==> config.mk <==
export PLATFORM = sky130hd
export DESIGN_NAME = prefetch_queue
export DESIGN_NICKNAME = d
export VERILOG_FILES = /design/src/rtl/fetch_pkg.sv /design/src/rtl/fetch_byte_ring.sv /design/src/rtl/prefetch_queue.sv
export SDC_FILE = /design/constraint.sdc
export NUM_CORES = 1
export LEC_CHECK = 0
export CAP_MARGIN = 20
export CORE_ASPECT_RATIO = 1.25
export CORE_MARGIN = 1.5
export CORE_UTILIZATION = 35
export CTS_CLUSTER_SIZE = 28
export DETAILED_ROUTE_END_ITERATION = 10
export GPL_ROUTABILITY_DRIVEN = 0
export PLACE_DENSITY = 0.63
export SYNTH_ARGS = -nofsm -noshare
export SYNTH_HDL_FRONTEND = slang
export SYNTH_SLANG_ARGS = --single-unit
export TNS_END_PERCENT = 5
==> constraint.sdc <==
create_clock -name clk -period 6.84 [get_ports clk]
set_input_delay 1.026 -clock clk [delete_from_list [all_inputs] [get_ports clk]]
set_output_delay 1.026 -clock clk [all_outputs]
set_load 0.005 [all_outputs]
==> src/rtl/fetch_pkg.sv <==
// Shared types and instruction-size constants for the prefetch queue.
package fetch_pkg;
  localparam int ADDR_W        = 64;
  localparam int OPC_BYTES     = 2;
  localparam int IMM_BYTES     = 4;
  localparam int INS_MAX_BYTES = OPC_BYTES + IMM_BYTES;

  typedef logic [ADDR_W-1:0] addr_t;

  function automatic logic [2:0] retire_len(input logic take_long);
    return take_long ? 3'(INS_MAX_BYTES) : 3'(OPC_BYTES);
  endfunction
endpackage

==> src/rtl/fetch_byte_ring.sv <==
// Byte ring storage: BUS_BYTES-wide write at a pointer, 6-byte read window at head.
module fetch_byte_ring #(
  parameter int BUF_BYTES = 16,
  parameter int BUS_BYTES = 1
) (
  input  logic                              clk,
  input  logic                              wr_en,
  input  logic [$clog2(BUF_BYTES)-1:0]      wr_ptr,
  input  logic [8*BUS_BYTES-1:0]            wr_data,
  input  logic [$clog2(BUF_BYTES)-1:0]      rd_ptr,
  output logic [8*fetch_pkg::INS_MAX_BYTES-1:0] rd_data
);
  import fetch_pkg::*;
  localparam int PTR_W = $clog2(BUF_BYTES);

  logic [7:0] mem [BUF_BYTES];

  // Contents need no reset; validity is tracked by the byte count in the parent.
  always_ff @(posedge clk) begin
    if (wr_en) begin
      for (int i = 0; i < BUS_BYTES; i++) begin
        mem[wr_ptr + PTR_W'(i)] <= wr_data[8*i +: 8];
      end
    end
  end

  always_comb begin
    rd_data = '0;
    for (int i = 0; i < INS_MAX_BYTES; i++) begin
      rd_data[8*i +: 8] = mem[rd_ptr + PTR_W'(i)];
    end
  end
endmodule

==> src/rtl/prefetch_queue.sv <==
// Prefetching byte queue: fills ahead from memory, exposes opcode/immediate at head,
// and keeps buffered bytes on redirects that land inside the window.
module prefetch_queue #(
  parameter int                ADDR_W    = 64,
  parameter int                BUS_BYTES = 1,
  parameter int                BUF_BYTES = 16,
  parameter logic [ADDR_W-1:0] RESET_PC  = '0
) (
  input  logic                   clk,
  input  logic                   rst_n,
  input  logic                   redirect,
  input  logic [ADDR_W-1:0]      redirect_pc,
  output logic [ADDR_W-1:0]      fetch_addr,
  output logic                   m_req,
  input  logic                   m_valid,
  input  logic [8*BUS_BYTES-1:0] m_data,
  output logic [ADDR_W-1:0]      pc_out,
  output logic                   ins_valid,
  output logic                   imm_valid,
  output logic [15:0]            ins,
  output logic [31:0]            imm,
  input  logic                   take,
  input  logic                   take_long
);
  import fetch_pkg::*;
  localparam int PTR_W = $clog2(BUF_BYTES);
  localparam int CNT_W = $clog2(BUF_BYTES + 1);

  logic [ADDR_W-1:0]          head_pc, off;
  logic [PTR_W-1:0]           head_ptr, tail_ptr;
  logic [CNT_W-1:0]           count, wr_len, take_len;
  logic                       wr, retain, take_ok, ring_wr;
  logic [8*INS_MAX_BYTES-1:0] window;

  assign fetch_addr = head_pc + ADDR_W'(count);
  assign m_req      = ({1'b0, count} + (CNT_W+1)'(BUS_BYTES)) <= (CNT_W+1)'(BUF_BYTES);
  assign ins_valid  = count >= CNT_W'(OPC_BYTES);
  assign imm_valid  = count >= CNT_W'(INS_MAX_BYTES);
  assign pc_out     = head_pc;
  assign ins        = ins_valid ? window[8*OPC_BYTES-1:0] : '0;
  assign imm        = imm_valid ? window[8*INS_MAX_BYTES-1:8*OPC_BYTES] : '0;

  assign tail_ptr = head_ptr + count[PTR_W-1:0];
  assign wr       = m_req && m_valid;
  assign wr_len   = wr ? CNT_W'(BUS_BYTES) : '0;
  assign take_len = CNT_W'(retire_len(take_long));
  assign take_ok  = take && (take_long ? imm_valid : ins_valid);
  assign off      = redirect_pc - head_pc;
  assign retain   = off < ADDR_W'(count);
  // A retained redirect leaves the tail address unchanged, so the beat is still good.
  assign ring_wr  = wr && rst_n && !(redirect && !retain);

  fetch_byte_ring #(
    .BUF_BYTES (BUF_BYTES),
    .BUS_BYTES (BUS_BYTES)
  ) u_ring (
    .clk     (clk),
    .wr_en   (ring_wr),
    .wr_ptr  (tail_ptr),
    .wr_data (m_data),
    .rd_ptr  (head_ptr),
    .rd_data (window)
  );

  always_ff @(posedge clk) begin
    if (!rst_n) begin
      head_pc  <= RESET_PC;
      head_ptr <= '0;
      count    <= '0;
    end else if (redirect) begin
      head_pc <= redirect_pc;
      if (retain) begin
        head_ptr <= head_ptr + off[PTR_W-1:0];
        count    <= count - off[CNT_W-1:0] + wr_len;
      end else begin
        count <= '0;
      end
    end else begin
      count <= count + wr_len - (take_ok ? take_len : '0);
      if (take_ok) begin
        head_ptr <= head_ptr + take_len[PTR_W-1:0];
        head_pc  <= head_pc + ADDR_W'(take_len);
      end
    end
  end

  always_ff @(posedge clk) begin
    if (rst_n && !redirect && take) begin
      assert (take_ok)
        else $warning("prefetch_queue: take ignored at pc %h, not enough bytes", head_pc);
    end
  end
endmodule

==> flow_summary_export.csv, run 1 <==
group,metric,value,unit
status,status,"complete, no violations",
logic_synthesis,syn-cell-area,0.0209,sq mm
logic_synthesis,synth-seq-area-share,0.258,
power,power_density,213,mW/mm^2
detailed_routing,drtIter0Drc,2328,
logic_synthesis,yosysWarningCount,0,
timing,hold_viol,0,
grt,grt_pass1_vias,20422,
clocking,cts_buffers,26,
critical_path,worstRegToRegCells,14,
clocking,post-cts-setup-buffer-count,0,
critical_path,critPathArrivalTime,6.41,ns
worst_hold_path,whs_endpoint,"pc_out[0]$_SDFFE_PN0P_",
critical_path,required,7.02,ns
die,die_width,222,um
run,max-cap-violations,0,
critical_path,timing.rr.end,"u_ring.mem[0][6]$_DFFE_PP_",
logic_synthesis,synth-edff-count,128,
detailed_routing,routedWlPerCell,26.2,um
clocking,cts.clk_slew.worst_paths,0.07,ns
timing,setup_viol,0,
critical_path,slowest_delay,0.96,ns
timing,skew,0.0224,ns
critical_path,worstPathMaxFanout,13,
critical_path,crit_path_end_kind,"flop",
detailed_routing,num_vias,20625,
logic_synthesis,synth.top_cell.area_share,0.184,
cells_and_area,nFillCells,5774,
logic_synthesis,yosysMostFrequentCell,"nand2_1",
timing,drv_slew,0,
die,die-area,0.0612,sq mm
critical_path,critPathBufInv,1,
timing,period_share,0.911,
grt,antenna_found_initial,1,
critical_path,cp_cell_sequence,"clkdlybuf4s50_1, ha_1, a21oi_1, o21a_1, a21boi_0, nand3_1, o31ai_1, o21bai_1, xnor2_1, nor3_1, nand4_1, o31a_1, nor4b_2, nor3b_2",
timing,slew_headroom,0.209,
timing,fin_setup_tns,0,ns
grt,grt_overflow_total,0,
cells_and_area,drive_gt1_frac,0.120,
clocking,cts_root_buffer,"clkbuf_16",
timing,tightestPinTransition,1.18,ns
placed_design,hpwl,65900,um
logic_synthesis,ys.flop_type,"edfxtp_1",
power,peakVddDrop,0.000214,V
grt,grt_max_degree,136,
clocking,ctsResizeCount,0,
power,power_leakage,8.39,nW
logic_synthesis,async_reset_ff_frac,0,
clocking,htreeDepth,1,
critical_path,crit_family,"compound AO/OA/AOI/OAI gates",
critical_path,slowest_stage,"o31ai_1",
clocking,clock_sinks,205,
cells_and_area,area_growth,19.7,%
logic_synthesis,syn_nets,2468,
die,start_util,0.353,
clocking,clock_latency,0.57,ns
logic_synthesis,synth_commonest_cells,"nand2_1 (240), nor2_1 (166), mux4_2 (156)",
critical_path,r2r_slack,0.89,ns
critical_path,timing.rr.start,"pc_out[43]$_SDFFE_PN0N_",
cells_and_area,antennaDiodeCount,0,
detailed_routing,post_drt_via_cell_ratio,6.34,
worst_hold_path,hold_path_depth,2,
clocking,ctsHoldBuffers,0,
detailed_routing,wl,85300,um
die,io_pins,257,
clocking,cts_tree,"yes",
die,core,0.0593,sq mm
detailed_routing,drc,0,
logic_synthesis,yosysTopAreaCell,"edfxtp_1",
timing,rsz0062_at_grt,"false",
logic_synthesis,synth_cells,2283,
detailed_routing,ant_nets,0,
die,rows,100,
logic_synthesis,ys_ff_latch,205,
cells_and_area,nNetsFinal,2654,
timing,fmax,0.161,GHz
die,die_y,276,um
grt,grtUsageTotal,0.270,
worst_hold_path,min_path_type,"reg -> reg",
logic_synthesis,synth_area_leaders,"edfxtp_1 (18%), mux4_2 (17%), dfxtp_1 (7.4%), ha_1 (6.0%), xnor2_1 (5.9%)",
timing,hold-worst-slack,0.588,ns
placed_design,portBuffers,256,
logic_synthesis,avgSynthCellArea,9.16,sq um
clocking,cts_max_path_buffers,3,
detailed_routing,dr.pass1.iters,7,
grt,grt_pass1_wl,127000,um
power,p_total,0.00533,W
logic_synthesis,yosysUniqueCellTypes,86,
timing,period_needed,6.23,ns
critical_path,critPathKind,"in -> reg",
critical_path,cp-start-kind,"input port",
worst_hold_path,min-delay-start,"pc_out[0]$_SDFFE_PN0P_",
==> report_power, final <==
part | leakage, nW | internal, W | total, W | switching, W
Combinational | 6.21 | 0.00117 | 0.00257 | 0.00140
Sequential | 1.79 | 0.00137 | 0.00147 | 0.000103
Clock | 0.382 | 0.000702 | 0.00129 | 0.000592
==> tightest hold or removal path, cell delays in order (launching register included) <==
cell and delay [ns]:
dfxtp_1 0.35, mux2i_1 0.14, nor2b_1 0.05
==> state kept, by name (all words and copies together), names as in the netlist, named ones only <==
register    count
count           5
head_ptr        4
u_ring.mem    128
pc_out         64
==> layer usage <==
layer / track usage / wire, um / vias to the layer above / part of all wire
met4: 0.183 / 6710 / 2 / 0.079
met1: 0.304 / 30000 / 9906 / 0.35
met3: 0.0440 / 7250 / 389 / 0.085
met5: 0 / 11 / - / 0.00013
li1: - / - / 8990 / -
met2: 0.468 / 41400 / 1338 / 0.49
==> kinds of logic (layout without fill, tap and decap cells) <==
| family | count (synthesis) | in the layout | share of synthesized area |
|---|---|---|---|
| AND/OR/NAND/NOR | 819 | 819 | 0.197 |
| adder cells (fa/ha/maj) | 107 | 107 | 0.0662 |
| XOR/XNOR | 166 | 166 | 0.0695 |
| AO/OA/AOI/OAI | 504 | 504 | 0.159 |
| flip-flops | 205 | 205 | 0.258 |
| multiplexers | 232 | 232 | 0.205 |
| buffers and inverters | 250 | 456 | 0.0461 |
==> cell usage in the layout (no fill, tap or decap), types with 11 or more instances in the layout <==
| cell | instances |
|---|---|
| a211oi_1 | 52 |
| a21o_1 | 31 |
| a21oi_1 | 126 |
| a31oi_1 | 12 |
| and2_1 | 57 |
| and3_1 | 16 |
| buf_4 | 41 |
| clkbuf_16 | 26 |
| clkdlybuf4s50_1 | 254 |
| dfxtp_1 | 73 |
| edfxtp_1 | 128 |
| ha_1 | 100 |
| inv_1 | 104 |
| mux2_2 | 11 |
| mux2i_1 | 64 |
| mux4_2 | 156 |
| nand2_1 | 240 |
| nand3_1 | 55 |
| nand4_1 | 63 |
| nor2_1 | 166 |
| nor2b_1 | 37 |
| nor3_1 | 58 |
| nor4_1 | 33 |
| o211a_1 | 25 |
| o211ai_1 | 18 |
| o21a_1 | 14 |
| o21ai_0 | 117 |
| o21ai_1 | 23 |
| or2_2 | 13 |
| or3_1 | 15 |
| or4_1 | 11 |
| xnor2_1 | 141 |
| xor2_1 | 23 |
==> cell type report <==
type | count | area (sq um) | area share
well taps | 765 | 957 | 0.0382
clock inverters | 21 | 139 | 0.00555
repair buffers | 298 | 2880 | 0.115
inverters | 110 | 413 | 0.0165
multi-input cells | 1828 | 14600 | 0.583
flip-flops and latches | 205 | 5390 | 0.215
clock buffers | 27 | 654 | 0.0261
==> metrics by stage <==
stage / instance area (sq um) / util / worst slack [ns] / cells
after floorplan: 20900 / - / 1.38 / 2283
final: 25000 / 0.422 / 0.612 / 3254
after CTS: 25000 / 0.422 / 0.892 / 3253
after detailed placement: 24200 / 0.409 / 0.442 / 3205
after global placement: 24200 / 0.409 / 0.590 / 3205
after global routing: 25000 / 0.422 / 0.442 / 3254
==> worst max path at each step <==
stage	slack (ns)	to	cells after the start	from
finish	0.61	u_ring.mem[0][6]$_DFFE_PP_	14	redirect_pc[43]
global route	0.44	u_ring.mem[0][1]$_DFFE_PP_	14	redirect_pc[43]
CTS	0.89	fetch_addr[58]	14	count[1]$_SDFF_PN0_
detailed placement	0.44	u_ring.mem[0][5]$_DFFE_PP_	14	redirect_pc[43]
global placement	0.59	u_ring.mem[0][4]$_DFFE_PP_	14	redirect_pc[43]
floorplan	1.38	u_ring.mem[15][0]$_DFFE_PP_	16	redirect_pc[0]
Power figures use the tool's default switching activity.
==> run 2: changes to the inputs <==
GPL_TIMING_DRIVEN = 0   (was not set)
==> run 2 against run 1 <==
  * Register-to-register slack worse by 0.25 ns
  * Largest power group unchanged
  * Combinational power is 5% higher
  * Critical endpoint is now imm[9]
  * Cell count is 3.7% higher
  * Critical path type is now reg -> out
  * Count of clock-buffer cells in the layout is 2 higher
  * Total power is 6.6% higher
  * Global-route usage is 2.2 points higher
==> flow_summary_export.csv, run 2 (synthesis results as in run 1) <==
group,metric,value,unit
grt,top_usage_layer,"met2",
power,power_leakage,8.62,nW
clocking,cts_buffers,26,
grt,met3_usage,0.0562,
detailed_routing,dr.pass1.iters,6,
cells_and_area,regMostFlops,"u_ring.mem",
placed_design,hpwl,74400,um
detailed_routing,drtIter0Drc,2525,
cells_and_area,drive_gt1_frac,0.120,
critical_path,worstRegToRegCells,16,
power,power.share.combinational,0.475,
cells_and_area,final_common_cell,"clkdlybuf4s50_1",
worst_hold_path,hold_path_depth,2,
worst_hold_path,min-delay-start,"pc_out[0]$_SDFFE_PN0P_",
detailed_routing,ant_nets,0,
timing,slew_headroom,0.232,
grt,grt_pass1_vias,21470,
critical_path,r2r_slack,0.64,ns
timing,rsz0062_at_grt,"false",
detailed_routing,wl,92600,um
clocking,cts_root_buffer,"clkbuf_16",
power,peakVddDrop,0.000174,V
die,die-area,0.0612,sq mm
clocking,cts_max_path_buffers,3,
grt,grt_max_degree,17,
detailed_routing,post_drt_via_cell_ratio,6.38,
clocking,htreeDepth,1,
timing,fmax,0.148,GHz
power,internal-power,0.00350,W
die,rows,100,
timing,fin_setup_tns,0,ns
status,status,"complete, no violations",
critical_path,critPathKind,"reg -> out",
critical_path,critPathArrivalTime,5.75,ns
cells_and_area,largest_register_ffs,128,
run,max-cap-violations,0,
timing,drv_slew,0,
timing,skew,0.0179,ns
grt,use_met2,0.497,
die,io_pins,257,
worst_hold_path,whs_endpoint,"pc_out[0]$_SDFFE_PN0P_",
die,start_util,0.353,
critical_path,required,5.81,ns
clocking,clock_latency,0.57,ns
detailed_routing,drc,0,
power,p_total,0.00569,W
timing,setup_viol,0,
power,switchingPower,0.00219,W
grt,grt_pass1_wl,136000,um
timing,tightestPinTransition,1.15,ns
power,seqPwrFrac,0.255,
die,die_width,222,um
placed_design,portBuffers,254,
clocking,clock_sinks,205,
detailed_routing,routedWlPerCell,27.4,um
cells_and_area,utilization,0.433,
critical_path,cp-start-kind,"flop",
clocking,cts.clk_slew.worst_paths,0.06,ns
die,core,0.0593,sq mm
critical_path,timing.rr.end,"u_ring.mem[0][1]$_DFFE_PP_",
clocking,cts_tree,"yes",
clocking,ctsHoldBuffers,0,
die,die_y,276,um
timing,hold-worst-slack,0.606,ns
power,p_clk_frac,0.270,
clocking,ctsResizeCount,10,
timing,period_share,0.991,
critical_path,critPathLaunch,"head_ptr[0]$_SDFFE_PN0P_",
critical_path,crit_path_end_kind,"output port",
grt,antenna_found_initial,1,
detailed_routing,num_vias,21539,
power,swShare,0.385,
cells_and_area,area_growth,22.9,%
grt,grt_overflow_total,0,
critical_path,timing.rr.start,"pc_out[19]$_SDFFE_PN0N_",
timing,hold_viol,0,
grt,grt_use_met1,0.316,
critical_path,worstPathMaxFanout,10,
cells_and_area,nNetsFinal,2772,
timing,period_needed,6.78,ns
power,power_density,221,mW/mm^2
cells_and_area,final_cell_mix,"clkdlybuf4s50_1 (254), nand2_1 (240), nor2_1 (166)",
worst_hold_path,min_path_type,"reg -> reg",
clocking,post-cts-setup-buffer-count,0,
grt,grtUsageTotal,0.292,
-- run 2: worst max-delay path by stage --
stage                                        to  cells past startpoint
global route                            imm[11]                     11
global placement    u_ring.mem[15][5]$_DFFE_PP_                     15
detailed placement                      imm[11]                     12
finish                                   imm[9]                     11
floorplan           u_ring.mem[15][0]$_DFFE_PP_                     16
CTS                                     imm[11]                     11
-- run 2: metal layers --
metal | vias up | wire, um
met3 | 485 | 9080
met2 | 1619 | 43500
li1 | 9241 | -
met5 | - | 0
met1 | 10194 | 31100
met4 | 0 | 8900
-- run 2: final cells by class --
| type | instances | area [sq um] |
|---|---|---|
| clock buffer | 29 | 683 |
| clock inverter | 19 | 253 |
| sequential | 205 | 5390 |
| multi-input combinational | 1828 | 14600 |
| inverter | 110 | 413 |
| timing repair buffer | 277 | 2790 |
| antenna | 2 | 5.00 |
| buffer | 139 | 566 |
| tap | 765 | 957 |
| fill | 5808 | 33600 |
-- run 2: power by group through the flow --
stage / Clock [W] / Sequential [W] / Combinational (W)
2_1_floorplan: 0 / 0.00144 / 0.00151
3_3_place_gp: 0 / 0.00147 / 0.00257
3_5_place_dp: 0 / 0.00147 / 0.00262
4_1_cts: 0.00155 / 0.00144 / 0.00264
5_1_grt: 0.00158 / 0.00145 / 0.00287
6_report: 0.00153 / 0.00145 / 0.00270
-- run 2: stage by stage --
| step | area, sq um | cells | setup WS (ns) |
|---|---|---|---|
| 2_1_floorplan | 20900 | 2283 | 1.38 |
| 3_3_place_gp | 24400 | 3302 | -1.89 |
| 3_5_place_dp | 24600 | 3319 | -0.659 |
| 4_1_cts | 25600 | 3366 | 0.0148 |
| 5_1_grt | 25700 | 3372 | 0.000926 |
| 6_report | 25700 | 3374 | 0.0640 |
-- run 2: critical path, cell delays in order, from the launching register on --
cell	delay, ns
dfxtp_1	0.48
clkbuf_1	0.33
clkbuf_1	0.67
clkbuf_1	0.69
inv_1	0.11
ha_2	0.59
buf_2	0.41
clkbuf_2	0.46
mux4_2	0.28
mux2i_1	0.10
a211oi_1	0.45
clkdlybuf4s50_1	0.60
==> run 3: changes to the inputs <==
CAP_MARGIN = not set   (was 20)
PLACE_DENSITY = not set   (was 0.63)
==> run 3 against run 2 <==
  * The run now ends with DRC left
  * Hold slack worse by 0.0096 ns
  * Highest routed layer unchanged
  * Clock power fell by 12%
  * Worst setup slack improved by 0.23 ns
  * Clock skew rose by 0.0045 ns
  * Non-clock buffer count decreased by 8
  * Global-route usage increased by 0.070 points
  * First-iteration DRC count down 2.7%
  * Routed wire length about the same
  * Sequential share of layout area grew 0.18 points
  * Fmax grew 3.6%
==> flow_summary_export.csv, run 3 (synthesis results as in run 1) <==
group,metric,value,unit
cells_and_area,drive_gt1_frac,0.116,
critical_path,cp-start-kind,"input port",
power,power_leakage,8.51,nW
cells_and_area,final_cell_mix,"clkdlybuf4s50_1 (254), nand2_1 (240), nor2_1 (166)",
timing,fin_setup_tns,0,ns
timing,fmax,0.153,GHz
cells_and_area,area_growth,21.8,%
worst_hold_path,whs_endpoint,"pc_out[0]$_SDFFE_PN0P_",
clocking,cts_buffers,24,
status,status,"complete, but fails checks",
cells_and_area,regMostFlops,"u_ring.mem",
critical_path,critPathArrivalTime,6.71,ns
clocking,cts_max_path_buffers,3,
detailed_routing,drc,1,
grt,grt_pass1_vias,21347,
placed_design,placed_area,0.0246,sq mm
die,start_util,0.353,
power,power_density,215,mW/mm^2
critical_path,crit_path_end_kind,"flop",
critical_path,timing.rr.end,"u_ring.mem[7][3]$_DFFE_PP_",
critical_path,worstPathMaxFanout,10,
grt,grt_pass1_wl,135000,um
detailed_routing,drtIter0Drc,2456,
die,die_width,222,um
cells_and_area,final_cells,3360,
die,io_pins,257,
clocking,ctsHoldBuffers,0,
detailed_routing,routedWlPerCell,27.6,um
power,switchingPower,0.00215,W
clocking,htreeDepth,1,
timing,drv_slew,0,
clocking,cts_tree,"yes",
cells_and_area,largest_register_ffs,128,
power,peakVddDrop,0.000190,V
detailed_routing,num_vias,21250,
die,die_y,276,um
die,die-area,0.0612,sq mm
grt,grt_overflow_total,0,
power,power.share.combinational,0.491,
clocking,cts_root_buffer,"clkbuf_16",
grt,grt_max_degree,17,
timing,slew_headroom,0.0482,
clocking,clock_sinks,205,
critical_path,worstRegToRegCells,15,
cells_and_area,nFillCells,5793,
status,violations,"DRC",
critical_path,timing.rr.start,"pc_out[19]$_SDFFE_PN0N_",
timing,setup_viol,0,
placed_design,hpwl,75400,um
cells_and_area,antennaDiodeCount,0,
timing,period_needed,6.54,ns
placed_design,portBuffers,254,
grt,antenna_found_initial,0,
detailed_routing,dr.pass1.iters,9,
grt,grtUsageTotal,0.293,
run,max-cap-violations,0,
timing,rsz0062_at_grt,"false",
cells_and_area,nNetsFinal,2762,
worst_hold_path,min_path_type,"reg -> reg",
timing,hold_viol,0,
die,rows,100,
worst_hold_path,min-delay-start,"pc_out[0]$_SDFFE_PN0P_",
detailed_routing,wl,92700,um
detailed_routing,ant_nets,0,
timing,period_share,0.957,
critical_path,critPathKind,"in -> reg",
timing,skew,0.0224,ns
power,p_clk_frac,0.245,
cells_and_area,final_area,0.0255,sq mm
critical_path,required,7.00,ns
power,p_total,0.00548,W
timing,tightestPinTransition,1.41,ns
clocking,clock_latency,0.56,ns
placed_design,placed_cells,3317,
cells_and_area,final_common_cell,"clkdlybuf4s50_1",
detailed_routing,post_drt_via_cell_ratio,6.32,
worst_hold_path,hold_path_depth,2,
power,swShare,0.393,
power,internal-power,0.00333,W
critical_path,r2r_slack,0.67,ns
power,seqPwrFrac,0.264,
clocking,cts.clk_slew.worst_paths,0.06,ns
die,core,0.0593,sq mm
run 3: cell count changes in the layout (fill, tap and decap cells not counted), sizes merged:
| cell | previous run | this run |
|---|---|---|
| clkinv | 13 | 12 |
| clkinvlp | 2 | 1 |
| inv | 108 | 109 |
| diode | 2 | 0 |
| buf | 60 | 51 |
| clkbuf | 130 | 129 |
| bufinv | 6 | 3 |
| clkdlybuf4s15 | 1 | 3 |
run 3: how the worst max path moves through the flow:
| stage | cells after the start | slack [ns] | end | from |
|---|---|---|---|---|
| floorplan | 16 | 1.38 | u_ring.mem[15][0]$_DFFE_PP_ | redirect_pc[0] |
| global placement | 15 | -1.83 | u_ring.mem[15][1]$_DFFE_PP_ | redirect_pc[14] |
| detailed placement | 12 | -0.74 | imm[11] | head_ptr[1]$_SDFFE_PN0P_ |
| CTS | 11 | 0.03 | imm[11] | head_ptr[1]$_SDFFE_PN0P_ |
| global route | 15 | 0.04 | u_ring.mem[7][5]$_DFFE_PP_ | redirect_pc[14] |
| finish | 15 | 0.30 | u_ring.mem[7][3]$_DFFE_PP_ | redirect_pc[19] |
run 3: power groups by stage:
stage               clock network, W  registers [W]  logic (W)
CTS                          0.00136        0.00144    0.00264
finish                       0.00134        0.00145    0.00269
detailed placement                 0        0.00147    0.00262
global route                 0.00140        0.00145    0.00285
global placement                   0        0.00147    0.00259
floorplan                          0        0.00144    0.00151
run 3: through the flow:
stage	hold WS [ns]	utilization	setup slack, ns
global route	0.619	0.430	0.0433
detailed placement	0.590	0.415	-0.736
CTS	0.599	0.429	0.0268
finish	0.596	0.430	0.297
global placement	0.577	0.412	-1.83
floorplan	0.543	-	1.38
run 3: area by class of cell:
class | count | area, sq um | share of cell area
buffer | 139 | 577 | 0.0226
inverter | 110 | 413 | 0.0162
sequential | 205 | 5390 | 0.211
timing repair buffer | 269 | 2680 | 0.105
multi-input combinational | 1828 | 14700 | 0.575
clock buffer | 29 | 651 | 0.0255
tap | 765 | 957 | 0.0376
clock inverter | 15 | 153 | 0.00599
run 3: critical path, stage by stage:
cell	delay [ns]
clkdlybuf4s50_1	0.50
ha_1	0.39
clkbuf_1	0.36
nand4_1	0.35
or3_1	0.40
o32a_1	0.17
o211ai_1	0.20
a41oi_1	0.35
o31ai_1	0.37
xor2_1	0.18
nor4_1	0.32
nand4_1	0.21
nor3_2	0.56
o2111ai_1	0.30
nor2_1	1.00
run 3: repair_timing:
item / in CTS / in global routing
buffers inserted: 0 / 0
resized for setup: 11 / 8
setup endpoints to repair: 24 / 14
run 3: routing by layer:
layer	vias to the layer above	GRT usage	share of wire	wire length [um]
met3	435	0.0478	0.084	7780
met2	1438	0.509	0.48	44900
met1	10166	0.317	0.34	31600
met4	0	0.230	0.091	8410
li1	9211	-	-	-
met5	-	0	0	0
